==> config.mk <==
export PLATFORM = sky130hd
export DESIGN_NAME = irq_controller
export DESIGN_NICKNAME = d
export VERILOG_FILES = /design/src/rtl/irq_pkg.sv /design/src/rtl/irq_sync_edge.sv /design/src/rtl/irq_controller.sv
export SDC_FILE = /design/constraint.sdc
export NUM_CORES = 1
export LEC_CHECK = 0
export CORE_AREA = 2 2 69 58
export DETAILED_ROUTE_END_ITERATION = 6
export DIE_AREA = 0 0 71 60
export PLACE_DENSITY_LB_ADDON = 0.1
export SLEW_MARGIN = 10
export SYNTH_ARGS = -nofsm -noshare
export SYNTH_HDL_FRONTEND = slang
export SYNTH_SLANG_ARGS = --single-unit
export TNS_END_PERCENT = 1
==> constraint.sdc <==
create_clock -name CLOCK_50 -period 1.6 [get_ports CLOCK_50]
set_input_delay 0.24 -clock CLOCK_50 [delete_from_list [all_inputs] [get_ports CLOCK_50]]
set_output_delay 0.24 -clock CLOCK_50 [all_outputs]
set_load 0.005 [all_outputs]
==> src/rtl/irq_pkg.sv <==
// -----------------------------------------------------------------------------
// irq_pkg
// Shared types, constants and helper function for the external-interrupt front
// end (irq_controller and irq_sync_edge).
//
// Contents:
//   irq_state_t  - handshake FSM states (IDLE, REQUEST, SERVICE)
//   IRQ_CNT_W    - width of each per-channel service counter (stats build)
//   IRQ_MAX_CH   - largest supported channel count
//   prio_encode  - index of the lowest set bit (fixed priority, bit 0 highest)
// -----------------------------------------------------------------------------
package irq_pkg;

    typedef enum logic [1:0] {
        IDLE    = 2'd0,
        REQUEST = 2'd1,
        SERVICE = 2'd2
    } irq_state_t;

    localparam int IRQ_CNT_W  = 16;
    localparam int IRQ_MAX_CH = 32;

    // Returns the index of the lowest set bit; 0 when the vector is empty.
    // Scanning from the top down lets the lowest set bit overwrite the rest.
    function automatic logic [4:0] prio_encode(input logic [IRQ_MAX_CH-1:0] vec);
        logic [4:0] idx;
        idx = '0;
        for (int i = IRQ_MAX_CH - 1; i >= 0; i--) begin
            if (vec[i]) begin
                idx = 5'(i);
            end
        end
        return idx;
    endfunction

endpackage

==> src/rtl/irq_sync_edge.sv <==
// -----------------------------------------------------------------------------
// irq_sync_edge
// One interrupt channel: two-flop synchroniser for an asynchronous request
// line, a previous-value flop, and a single-cycle rising-edge strobe.
//
// Ports:
//   CLOCK_50 - system clock, rising edge
//   reset    - asynchronous active-high reset (all flops cleared)
//   line     - asynchronous request input
//   rise     - one-cycle pulse when the synchronised line goes 0 -> 1
//
// Because prev is cleared by reset, a line that is already high when reset
// releases produces exactly one rise pulse.
// -----------------------------------------------------------------------------
module irq_sync_edge (
    input  logic CLOCK_50,
    input  logic reset,
    input  logic line,
    output logic rise
);

    logic sync1_reg;
    logic sync2_reg;
    logic prev_reg;

    always_ff @(posedge CLOCK_50 or posedge reset) begin
        if (reset) begin
            sync1_reg <= 1'b0;
            sync2_reg <= 1'b0;
            prev_reg  <= 1'b0;
        end else begin
            sync1_reg <= line;
            sync2_reg <= sync1_reg;
            prev_reg  <= sync2_reg;
        end
    end

    assign rise = sync2_reg & ~prev_reg;

endmodule

==> src/rtl/irq_controller.sv <==
// -----------------------------------------------------------------------------
// irq_controller
// External-interrupt front end for the processor core. Synchronises NUM_IRQ
// asynchronous request lines, latches their rising edges as pending, applies a
// per-channel mask and fixed priority (lowest index wins), and drives ExtIRQ
// using a 4-phase ExtIRQ/ExtlAck handshake. The serviced channel index is
// presented zero-extended on irq_cause.
//
// Parameters:
//   N        - width of irq_cause (datapath width)
//   NUM_IRQ  - number of interrupt channels (1..32)
//   CODE_W   - width of the internal channel index
//
// Ports:
//   CLOCK_50    in   system clock, rising edge
//   reset       in   asynchronous active-high reset
//   irq_in      in   [NUM_IRQ] asynchronous request lines (rising edge)
//   irq_mask    in   [NUM_IRQ] 1 = channel enabled
//   ExtlAck     in   processor acknowledge (level)
//   ExtIRQ      out  interrupt request to processor (registered)
//   irq_cause   out  [N] serviced channel index, zero-extended (registered)
//   irq_pending out  [NUM_IRQ] raw pending bits (registered)
//
// Optional build macro IRQ_STATS_EN adds:
//   irq_count   out  [NUM_IRQ*16] saturating serviced-interrupt count per
//                    channel, channel i at bits [16i+15:16i]
//   irq_lost    out  [NUM_IRQ] sticky flag: edge arrived while already pending
// -----------------------------------------------------------------------------
module irq_controller
    import irq_pkg::*;
#(
    parameter int N       = 64,
    parameter int NUM_IRQ = 4,
    parameter int CODE_W  = (NUM_IRQ > 1) ? $clog2(NUM_IRQ) : 1
) (
    input  logic               CLOCK_50,
    input  logic               reset,
    input  logic [NUM_IRQ-1:0] irq_in,
    input  logic [NUM_IRQ-1:0] irq_mask,
    input  logic               ExtlAck,
    output logic               ExtIRQ,
    output logic [N-1:0]       irq_cause,
    output logic [NUM_IRQ-1:0] irq_pending
`ifdef IRQ_STATS_EN
    ,
    output logic [NUM_IRQ*IRQ_CNT_W-1:0] irq_count,
    output logic [NUM_IRQ-1:0]           irq_lost
`endif
);

    irq_state_t         state_reg;
    logic               ext_irq_reg;
    logic [CODE_W-1:0]  cause_reg;
    logic [NUM_IRQ-1:0] pending_reg;
    logic [NUM_IRQ-1:0] pending_next;
    logic [NUM_IRQ-1:0] rise_vec;
    logic [NUM_IRQ-1:0] eligible;
    logic [NUM_IRQ-1:0] clear_vec;
    logic [CODE_W-1:0]  winner;
    logic               ack_take;

    // ------------------------------------------------------------------
    // Per-channel synchroniser and edge detector
    // ------------------------------------------------------------------
    generate
        for (genvar gi = 0; gi < NUM_IRQ; gi++) begin : g_sync
            irq_sync_edge u_sync_edge (
                .CLOCK_50 (CLOCK_50),
                .reset    (reset),
                .line     (irq_in[gi]),
                .rise     (rise_vec[gi])
            );
        end
    endgenerate

    // ------------------------------------------------------------------
    // Priority selection
    // ------------------------------------------------------------------
    assign eligible = pending_reg & irq_mask;
    assign winner   = CODE_W'(prio_encode(32'(eligible)));

    // The acknowledge is accepted only while a request is outstanding; this
    // is the single point where a pending bit is retired.
    assign ack_take = (state_reg == REQUEST) && ExtlAck;

    generate
        for (genvar gi = 0; gi < NUM_IRQ; gi++) begin : g_clear
            assign clear_vec[gi] = ack_take && (cause_reg == CODE_W'(gi));
        end
    endgenerate

    // A new edge on the channel being cleared re-sets it (set wins); an edge
    // on an already-pending channel simply leaves the bit high.
    assign pending_next = (pending_reg & ~clear_vec) | rise_vec;

    always_ff @(posedge CLOCK_50 or posedge reset) begin
        if (reset) begin
            pending_reg <= '0;
        end else begin
            pending_reg <= pending_next;
        end
    end

    // ------------------------------------------------------------------
    // Handshake FSM. irq_cause is only loaded on IDLE -> REQUEST, so it stays
    // frozen for the whole handshake and holds afterwards for the handler.
    // ------------------------------------------------------------------
    always_ff @(posedge CLOCK_50 or posedge reset) begin
        if (reset) begin
            state_reg   <= IDLE;
            ext_irq_reg <= 1'b0;
            cause_reg   <= '0;
        end else begin
            case (state_reg)
                IDLE: begin
                    if (eligible != '0) begin
                        cause_reg   <= winner;
                        ext_irq_reg <= 1'b1;
                        state_reg   <= REQUEST;
                    end
                end
                REQUEST: begin
                    if (ExtlAck) begin
                        ext_irq_reg <= 1'b0;
                        state_reg   <= SERVICE;
                    end
                end
                SERVICE: begin
                    // Returning through IDLE guarantees at least one quiet
                    // cycle before the next request is raised.
                    if (!ExtlAck) begin
                        state_reg <= IDLE;
                    end
                end
                default: begin
                    ext_irq_reg <= 1'b0;
                    state_reg   <= IDLE;
                end
            endcase
        end
    end

    assign ExtIRQ      = ext_irq_reg;
    assign irq_cause   = N'(cause_reg);
    assign irq_pending = pending_reg;

`ifdef IRQ_STATS_EN
    // ------------------------------------------------------------------
    // Service statistics
    // ------------------------------------------------------------------
    logic [NUM_IRQ-1:0] lost_reg;

    generate
        for (genvar gi = 0; gi < NUM_IRQ; gi++) begin : g_stats
            logic [IRQ_CNT_W-1:0] count_reg;

            // clear_vec marks the REQUEST -> SERVICE transition for this
            // channel; the count sticks at all-ones rather than wrapping.
            always_ff @(posedge CLOCK_50 or posedge reset) begin
                if (reset) begin
                    count_reg <= '0;
                end else if (clear_vec[gi] && (count_reg != {IRQ_CNT_W{1'b1}})) begin
                    count_reg <= count_reg + IRQ_CNT_W'(1);
                end
            end

            always_ff @(posedge CLOCK_50 or posedge reset) begin
                if (reset) begin
                    lost_reg[gi] <= 1'b0;
                end else if (rise_vec[gi] && pending_reg[gi]) begin
                    lost_reg[gi] <= 1'b1;
                end
            end

            assign irq_count[gi*IRQ_CNT_W +: IRQ_CNT_W] = count_reg;
        end
    endgenerate

    assign irq_lost = lost_reg;
`endif

endmodule

==> results of run 1 <==
## power by group through the flow
stage	clock network, mW	registers (mW)	logic [mW]
floorplan	0	0.786	0.357
global placement	0	0.827	0.480
detailed placement	0	0.827	0.483
CTS	0.365	0.816	0.484
global route	0.397	0.839	0.545
finish	0.346	0.814	0.481
## worst paths after layout
check	slack (ns)	endpoint	depth (start not counted)	startpoint
worst max-delay path	0.12	irq_pending[2]	1	irq_pending[2]
worst min register to register	0.35	g_sync[2].u_sync_edge.sync2_reg	0	g_sync[2].u_sync_edge.sync1_reg
min in group CLOCK_50	0.35	g_sync[2].u_sync_edge.sync2_reg	0	g_sync[2].u_sync_edge.sync1_reg
worst min-delay path	0.30	g_sync[2].u_sync_edge.sync1_reg	3	reset
max in group asynchronous	1.09	cause_reg[1]	3	reset
worst max register to register	0.36	ExtIRQ	3	irq_pending[1]
## worst min-delay path: cells and delay by family
kind                   cells  cell delay [ns]
buffers and inverters      3             0.70
## cells in the final DEF (no fill, tap or decap), types with 2 or more instances in the layout
cell and n:
a22o_1 3, o41ai_1 2, o21ai_0 7, dfrtp_1 21, nand2_1 4, clkdlybuf4s50_1 17
clkbuf_8 3, conb_1 62, inv_1 6, a21oi_1 5
## logic make-up (layout without fill, tap and decap cells)
logic type,after synthesis,in the layout,synth area share
flip-flops,21,21,0.441
AND/OR/NAND/NOR,7,7,0.0284
other,1,62,0.00315
AO/OA/AOI/OAI,20,20,0.110
XOR/XNOR,1,1,0.00735
buffers and inverters,68,28,0.410
## per-stage QoR
stage	hold slack, ns	std cells
after floorplan	0.217	179
after global placement	0.333	179
after detailed placement	0.337	179
after CTS	0.298	183
after global routing	0.329	183
final	0.295	183
## area by class of cell
type | count | area [um^2]
Inverter | 6 | 22.5
Tap cell | 44 | 55.1
Clock inverter | 1 | 7.51
Multi-Input combinational cell | 90 | 407
Clock buffer | 3 | 41.3
Fill cell | 373 | 2390
Sequential cell | 21 | 526
Timing Repair Buffer | 18 | 178
## routing by layer
metal / share of wire / up-vias / track usage
met2: 0.49 / 45 / 0.113
met3: 0.098 / 0 / 0.0405
met5: 0 / - / 0
met1: 0.42 / 311 / 0.0955
li1: - / 301 / -
met4: 0 / 0 / 0.00809
==> impl_metrics.toml, run 1 <==
[status]
status = "finished, final reports clean"

[placed_design]
place_congestion = 0.742
portBuffers = 17
placed_area_um2 = 1190
dp_hpwl_um = 1190
dp_slack_ns = 0.0793

[sta]
fin_skew_ns = 0.00352
fin_tns_setup_ns = 0
setup_viol = 0
timing.fmax_mhz = 675
fin_crit_sh = 0.927
setup_ws_ns = 0.117
hold_viol_final = 0
fin_crit_ns = 1.48
rsz0062_at_grt = "false"
maxSlewViolCount = 0

[grt]
grt_pass1_wl_um = 2350
grtUsageTotal = 0.0739
grt_max_degree = 22
grt_pass1_vias = 507
grt_overflow = 0
antenna_found_initial = 0

[yosys]
syn-cell-area_um2 = 1190
synthDominantCellAreaShare = 0.441
avgSynthCellArea_um2 = 10.1
synth_warnings = 0
synth_ff_type = "dfrtp_1"
yosysMostFrequentCell = "buf_4"
synth-edff-count = 0
netlist_instances = 118
ys_ff_latch = 21
synth_cell_type_count = 16
async_reset_ff_frac = 1.00
synth.area.top_cells = "dfrtp_1 44%, buf_4 39%, o21ai_0 2.9%, a22o_1 2.2%, a21oi_1 2.1%"
synth_common_cells = "62 x buf_4, 21 x dfrtp_1, 7 x o21ai_0"
synth_area_leader_cell = "dfrtp_1"
yosysSeqAreaShare = 0.441

[critical_path]
crit_arrival_ns = 1.24
slowest_stage = "clkdlybuf4s50_1"
critPathRequiredTime_ns = 1.36
path_cells = "clkdlybuf4s50_1"
end_kind = "output port"
start_kind = "register"
critPathMaxStageDelay_ns = 0.54
cp_max_fo = 5
path_buf_inv = 1
critPathKind = "reg2out"
cpLargestDelayFamily = "buffers and inverters"

[floorplanning]
die_h_um = 60
dieArea_um2 = 4260
die_w_um = 71
initial_utilization = 0.328
core_um2 = 3630
rows = 20
io_pins = 80

[power_and_ir_drop]
p_sw_frac = 0.323
pwr-share-seq = 0.496
worst_ir_drop_vdd_mv = 0.564
p_int_mw = 1.11
power_density_nw_per_um2 = 1330
pwr-share-clk = 0.211
p_leak_nw = 0.625
total_power_mw = 1.64
combPwrFrac = 0.293
switching_power_uw = 529

[route]
finalWirelength_um = 1500
ant_nets = 0
drc = 0
wl_per_cell_um = 8.20
vias_per_cell = 3.59
first_pass_iters = 2
drtIter0Drc = 21
dr_total_vias = 657

[final_layout]
drive_above_1_share = 0.0360
final_nets = 151
area_growth_pct = 3.78
fin_util = 0.341
design_area_um2 = 1240
diodes = 0

[cts]
cts-hold-fix-buffers = 0
cts_resized = 0
numCtsBuffers = 3
cts_tree = "yes"
cts_root_buf = "clkbuf_8"
cts_sinks = 21
cts_htree_levels = 1
clockBufferDepth = 2
cts_setup_buffers = 0
cts.clk_slew.worst_paths_ns = 0.08
clock_latency_ns = 0.26

[worst_hold_path]
hp-class = "in2async"

[job]
cap_viol_max_count = 0
No activity file was read; power rests on OpenSTA's default activity.
==> run 2: changes to the inputs <==
--- a/config.mk
+++ b/config.mk
@@ -5,12 +5,13 @@
 export SDC_FILE = /design/constraint.sdc
 export NUM_CORES = 1
 export LEC_CHECK = 0
-export CORE_AREA = 2 2 69 58
+export CORE_AREA = 2 2 70 58
 export DETAILED_ROUTE_END_ITERATION = 6
-export DIE_AREA = 0 0 71 60
-export PLACE_DENSITY_LB_ADDON = 0.1
+export DIE_AREA = 0 0 72 60
+export PLACE_DENSITY = 0.78
 export SLEW_MARGIN = 10
 export SYNTH_ARGS = -nofsm -noshare
 export SYNTH_HDL_FRONTEND = slang
+export SYNTH_HIERARCHICAL = 1
 export SYNTH_SLANG_ARGS = --single-unit
 export TNS_END_PERCENT = 1
==> run 2 against run 1 <==
Critical path depth unchanged. Combinational power is 4% higher. Critical path type unchanged. Non-clock buffer count is 1 lower. Sequential cell count stayed put. Synthesized cell count increased by 5.1%. Register-to-register slack about the same. Worst hold slack worse by 0.051 ns.
==> impl_metrics.toml, run 2 <==
[grt]
grt_pass1_vias = 501
grt_pass1_wl_um = 2390
grt_overflow = 0
grt_max_degree = 14
grtUsageTotal = 0.0774
antenna_found_initial = 0

[yosys]
synthDominantCellAreaShare = 0.419
synth_top_family_by_area = "buffers and inverters"
synthMuxAreaShare = 0
synth_warnings = 6
syn-cell-area_um2 = 1250
netlist_instances = 124
async_reset_ff_frac = 1.00
ys_ff_latch = 21
synth_compound_area_frac = 0.0877
synth_common_cells = "62 x buf_4, 21 x dfrtp_1, 6 x inv_1"
synth_cell_type_count = 21
synth-simple-area-share = 0.0917
yosysMostFrequentCell = "buf_4"
yosysSeqAreaShare = 0.419
synth-edff-count = 0
synth.area.top_cells = "dfrtp_1 42%, buf_4 37%, nor2b_4 4.4%, a22o_1 2.1%, a21oi_1 2.0%"
synth_ff_type = "dfrtp_1"
synth_fa_ha_area_frac = 0
avgSynthCellArea_um2 = 10.1
synth_area_leader_cell = "dfrtp_1"
synthXorXnorAreaFrac = 0.00698

[route]
finalWirelength_um = 1670
drtIter0Drc = 12
wl_per_cell_um = 8.92
dr_total_vias = 683
ant_nets = 0
vias_per_cell = 3.65
drc = 0
first_pass_iters = 4

[critical_path]
start_kind = "register"
cp_max_fo = 6
end_kind = "output port"
critPathMaxStageDelay_ns = 0.54
slowest_stage = "clkdlybuf4s50_1"
crit_arrival_ns = 1.25
critPathRequiredTime_ns = 1.36
cpLargestDelayFamily = "buffers and inverters"
path_buf_inv = 1
path_cells = "clkdlybuf4s50_1"
critPathKind = "reg2out"

[final_layout]
mostFrequentLayoutCells = "62 x conb_1, 21 x dfrtp_1, 17 x clkdlybuf4s50_1"
final_common_cell = "conb_1"
drive_above_1_share = 0.0559
diodes = 0
fin_cells = 187
final_nets = 155
design_area_um2 = 1290
area_growth_pct = 2.69
fillCellCount = 364

[floorplanning]
io_pins = 80
dieArea_um2 = 4320
die_w_um = 72
core_um2 = 3680
die_h_um = 60
rows = 20
initial_utilization = 0.341

[sta]
fin_tns_setup_ns = 0
setup_viol = 0
maxSlewViolCount = 0
fin_crit_ns = 1.49
timing.fmax_mhz = 669
rsz0062_at_grt = "false"
hold_viol_final = 0
fin_skew_ns = 0.00205
fin_crit_sh = 0.934

[cts]
cts_root_buf = "clkbuf_8"
clockBufferDepth = 2
cts_htree_levels = 1
cts_tree = "yes"
cts_setup_buffers = 0
cts_resized = 0
numCtsBuffers = 3
cts-hold-fix-buffers = 0
cts.clk_slew.worst_paths_ns = 0.07
clock_latency_ns = 0.26
cts_sinks = 21

[worst_hold_path]
hp-class = "in2async"

[placed_design]
place_congestion = 0.699
dp_cells = 183
portBuffers = 17
dp_hpwl_um = 1380
placed_area_um2 = 1240

[power_and_ir_drop]
power_density_nw_per_um2 = 1290
worst_ir_drop_vdd_mv = 0.671
total_power_mw = 1.66
p_leak_nw = 0.654

[status]
status = "finished, final reports clean"

[job]
cap_viol_max_count = 0
==> run 2: cell types whose count changed in the layout (fill, tap and decap cells not counted), sizes merged <==
cell,change
o41ai,-2
nand2,-1
nand2b,+2
a21o,+1
nor2,+3
o21ai,-4
nand4,+1
buf,-1
nor2b,+4
a41oi,+1
==> run 2: stage by stage <==
| step | setup WS, ns | util | hold slack [ns] |
|---|---|---|---|
| after floorplan | 0.402 | - | -0.00636 |
| after global placement | 0.0947 | 0.337 | 0.333 |
| after detailed placement | 0.0805 | 0.337 | 0.337 |
| after CTS | 0.0837 | 0.350 | 0.252 |
| after global routing | 0.0472 | 0.350 | 0.291 |
| final | 0.105 | 0.350 | 0.244 |
==> run 2: cells by family (layout without fill, tap and decap cells) <==
family                 count (synthesis)  count (layout)
AO/OA/AOI/OAI                         16              16
XOR/XNOR                               1               1
buffers and inverters                 69              27
flip-flops                            21              21
other                                  1              62
AND/OR/NAND/NOR                       16              16
==> run 2: worst paths after layout <==
check	from	to	slack [ns]	depth (start not counted)
min in group CLOCK_50	g_sync[0].u_sync_edge/sync1_reg	g_sync[0].u_sync_edge/sync2_reg	0.35	0
max in group asynchronous	reset	state_reg[0]	1.00	2
worst min register to register	g_sync[0].u_sync_edge/sync1_reg	g_sync[0].u_sync_edge/sync2_reg	0.35	0
worst max-delay path	cause_reg[0]	irq_cause[0]	0.11	1
worst min-delay path	reset	g_sync[1].u_sync_edge/prev_reg	0.24	2
worst max register to register	irq_pending[1]	ExtIRQ	0.37	3
==> run 2: power by group <==
group | leakage (nW) | total [mW] | internal [mW] | switching (mW)
Clock | 0.0217 | 0.346 | 0.176 | 0.170
Combinational | 0.395 | 0.499 | 0.291 | 0.208
Sequential | 0.237 | 0.812 | 0.653 | 0.159
==> run 2: layer usage <==
layer  vias to the layer above  track usage  share of wire
li1                        310            -              -
met4                         0       0.0243         0.0060
met3                         3       0.0405           0.12
met5                         -            0              0
met2                        49        0.134           0.53
met1                       321       0.0831           0.34
==> run 2: final cells by class <==
class	instances	area [um^2]	area share
multi-input combinational	95	467	0.362
clock inverter	1	7.51	0.00583
clock buffer	3	41.3	0.0320
tap	44	55.1	0.0427
sequential	21	526	0.408
inverter	6	22.5	0.0175
timing repair buffer	17	170	0.132
==> run 2: worst register-to-register path, stage by stage (launching register included) <==
cell and delay, ns:
dfrtp_1 0.41, a22o_1 0.23, a221o_1 0.28, a22o_1 0.21
==> run 3: changes to the inputs <==
--- a/config.mk
+++ b/config.mk
@@ -5,10 +5,11 @@
 export SDC_FILE = /design/constraint.sdc
 export NUM_CORES = 1
 export LEC_CHECK = 0
+export CAP_MARGIN = 20
 export CORE_AREA = 2 2 70 58
 export DETAILED_ROUTE_END_ITERATION = 6
 export DIE_AREA = 0 0 72 60
-export PLACE_DENSITY = 0.78
+export PLACE_DENSITY = 0.8
 export SLEW_MARGIN = 10
 export SYNTH_ARGS = -nofsm -noshare
 export SYNTH_HDL_FRONTEND = slang
==> constraint.sdc (replaced) <==
create_clock -name CLOCK_50 -period 1.6 [get_ports CLOCK_50]
set_input_delay 0.24 -clock CLOCK_50 [delete_from_list [all_inputs] [get_ports CLOCK_50]]
set_output_delay 0.24 -clock CLOCK_50 [all_outputs]
set_load 0.1 [all_outputs]
==> run 3 against run 2 <==
Die area did not move. Clock power decreased by 2%. Routed wire length is 1.3% higher. Worst hold slack gained 0.019 ns. Final cell count stayed put. Critical path depth rose by 2. Power is 86% higher. Worst setup slack improved by 0.19 ns. Clock skew increased by 0.0024 ns.
==> impl_metrics.toml, run 3 (synthesis results as in run 2) <==
[status]
status = "finished, final reports clean"

[placed_design]
dp_hpwl_um = 1420
place_congestion = 0.690
portBuffers = 17

[grt]
grt_overflow = 0
grt_pass1_vias = 557
grt_pass1_wl_um = 2630
grt_max_degree = 13
antenna_found_initial = 0
grtUsageTotal = 0.0833

[route]
vias_per_cell = 3.59
drc = 0
finalWirelength_um = 1690
wl_per_cell_um = 9.04
drtIter0Drc = 10
dr_total_vias = 671
first_pass_iters = 4
ant_nets = 0

[sta]
hold_viol_final = 0
rsz0062_at_grt = "false"
timing.fmax_mhz = 768
fin_tns_setup_ns = 0
fin_skew_ns = 0.00446
fin_crit_sh = 0.814
holdWs_ns = 0.263
fin_crit_ns = 1.30
setup_viol = 0
maxSlewViolCount = 0

[critical_path]
start_kind = "register"
path_cells = "a22o_1 -> a221o_1 -> a22o_1"
r2r_setup_slack_ns = 0.30
cpLargestDelayFamily = "compound AO/OA/AOI/OAI gates"
end_kind = "register"
critPathMaxStageDelay_ns = 0.45
cp_max_fo = 4
path_buf_inv = 0
critPathKind = "reg2reg"
crit_arrival_ns = 1.46
slowest_stage = "dfrtp_2"
critPathRequiredTime_ns = 1.75
cpMostUsedCell = "a22o_1"

[final_layout]
multiInputGateArea_um2 = 467
fillCellCount = 357
final_nets = 155
area_growth_pct = 8.27
drive_above_1_share = 0.119
mostFrequentLayoutCells = "62 x conb_1, 19 x dfrtp_1, 10 x clkdlybuf4s50_1"
register_area_um2 = 528
diodes = 0
final_common_cell = "conb_1"

[cts]
cts_root_buf = "clkbuf_8"
cts-hold-fix-buffers = 0
cts_tree = "yes"
clockBufferDepth = 2
cts_setup_buffers = 0
cts.clk_slew.worst_paths_ns = 0.07
cts_resized = 0
cts_htree_levels = 1
numCtsBuffers = 3
clock_latency_ns = 0.26
cts_sinks = 21

[worst_hold_path]
hp-class = "in2async"

[job]
cap_viol_max_count = 0

[floorplanning]
die_h_um = 60
rows = 20
initial_utilization = 0.341
io_pins = 80
dieArea_um2 = 4320
core_um2 = 3680
die_w_um = 72

[power_and_ir_drop]
power_density_nw_per_um2 = 2270
p_leak_nw = 0.698
worst_ir_drop_vdd_mv = 0.740
## run 3: cell count changes in the layout (fill, tap and decap cells not counted), sizes merged
cell / before / now
clkinv: 0 / 1
clkdlybuf4s50: 17 / 10
clkinvlp: 1 / 0
buf: 0 / 7
## run 3: worst paths after layout
kind                                                 start                               to  cells past startpoint
hold reg to reg            g_sync[3].u_sync_edge/sync1_reg  g_sync[3].u_sync_edge/sync2_reg                      0
min in group CLOCK_50      g_sync[3].u_sync_edge/sync1_reg  g_sync[3].u_sync_edge/sync2_reg                      0
setup / recovery                            irq_pending[1]                           ExtIRQ                      3
hold / removal                                       reset   g_sync[2].u_sync_edge/prev_reg                      2
max in group asynchronous                            reset                   irq_pending[1]                      2
setup reg to reg                            irq_pending[1]                           ExtIRQ                      3
## run 3: worst reg2reg max path: cells and delay by family (launching register included)
family | cells | cell delay (ns)
flops | 1 | 0.45
compound gates | 3 | 0.75
## run 3: final cells by class
class                   count  share of cell area
well taps                  44              0.0405
repair buffers             17               0.177
clock inverters             1             0.00368
clock buffers               3              0.0304
flip-flops and latches     21               0.389
multi-input cells          95               0.343
inverters                   6              0.0166
## run 3: through the flow
step	worst slack, ns	total power, mW	cells	instance area (um^2)	utilization
2_1_floorplan	0.0524	2.37	185	1490	-
3_3_place_gp	0.0953	2.74	183	1310	0.357
3_5_place_dp	0.0394	2.76	183	1310	0.357
4_1_cts	0.291	3.11	187	1360	0.369
5_1_grt	0.259	3.22	187	1360	0.369
6_report	0.298	3.08	187	1360	0.369
## run 3: metal layers
metal	routed length [um]	up-vias	GRT usage
met5	0	-	0
met1	643	320	0.0959
met4	17	0	0.0404
met2	891	40	0.135
li1	-	309	-
met3	137	2	0.0354
## run 3: where the power goes
part	internal (mW)	switching, mW
Sequential	0.657	0.205
Clock	0.173	0.166
Combinational	0.468	1.41
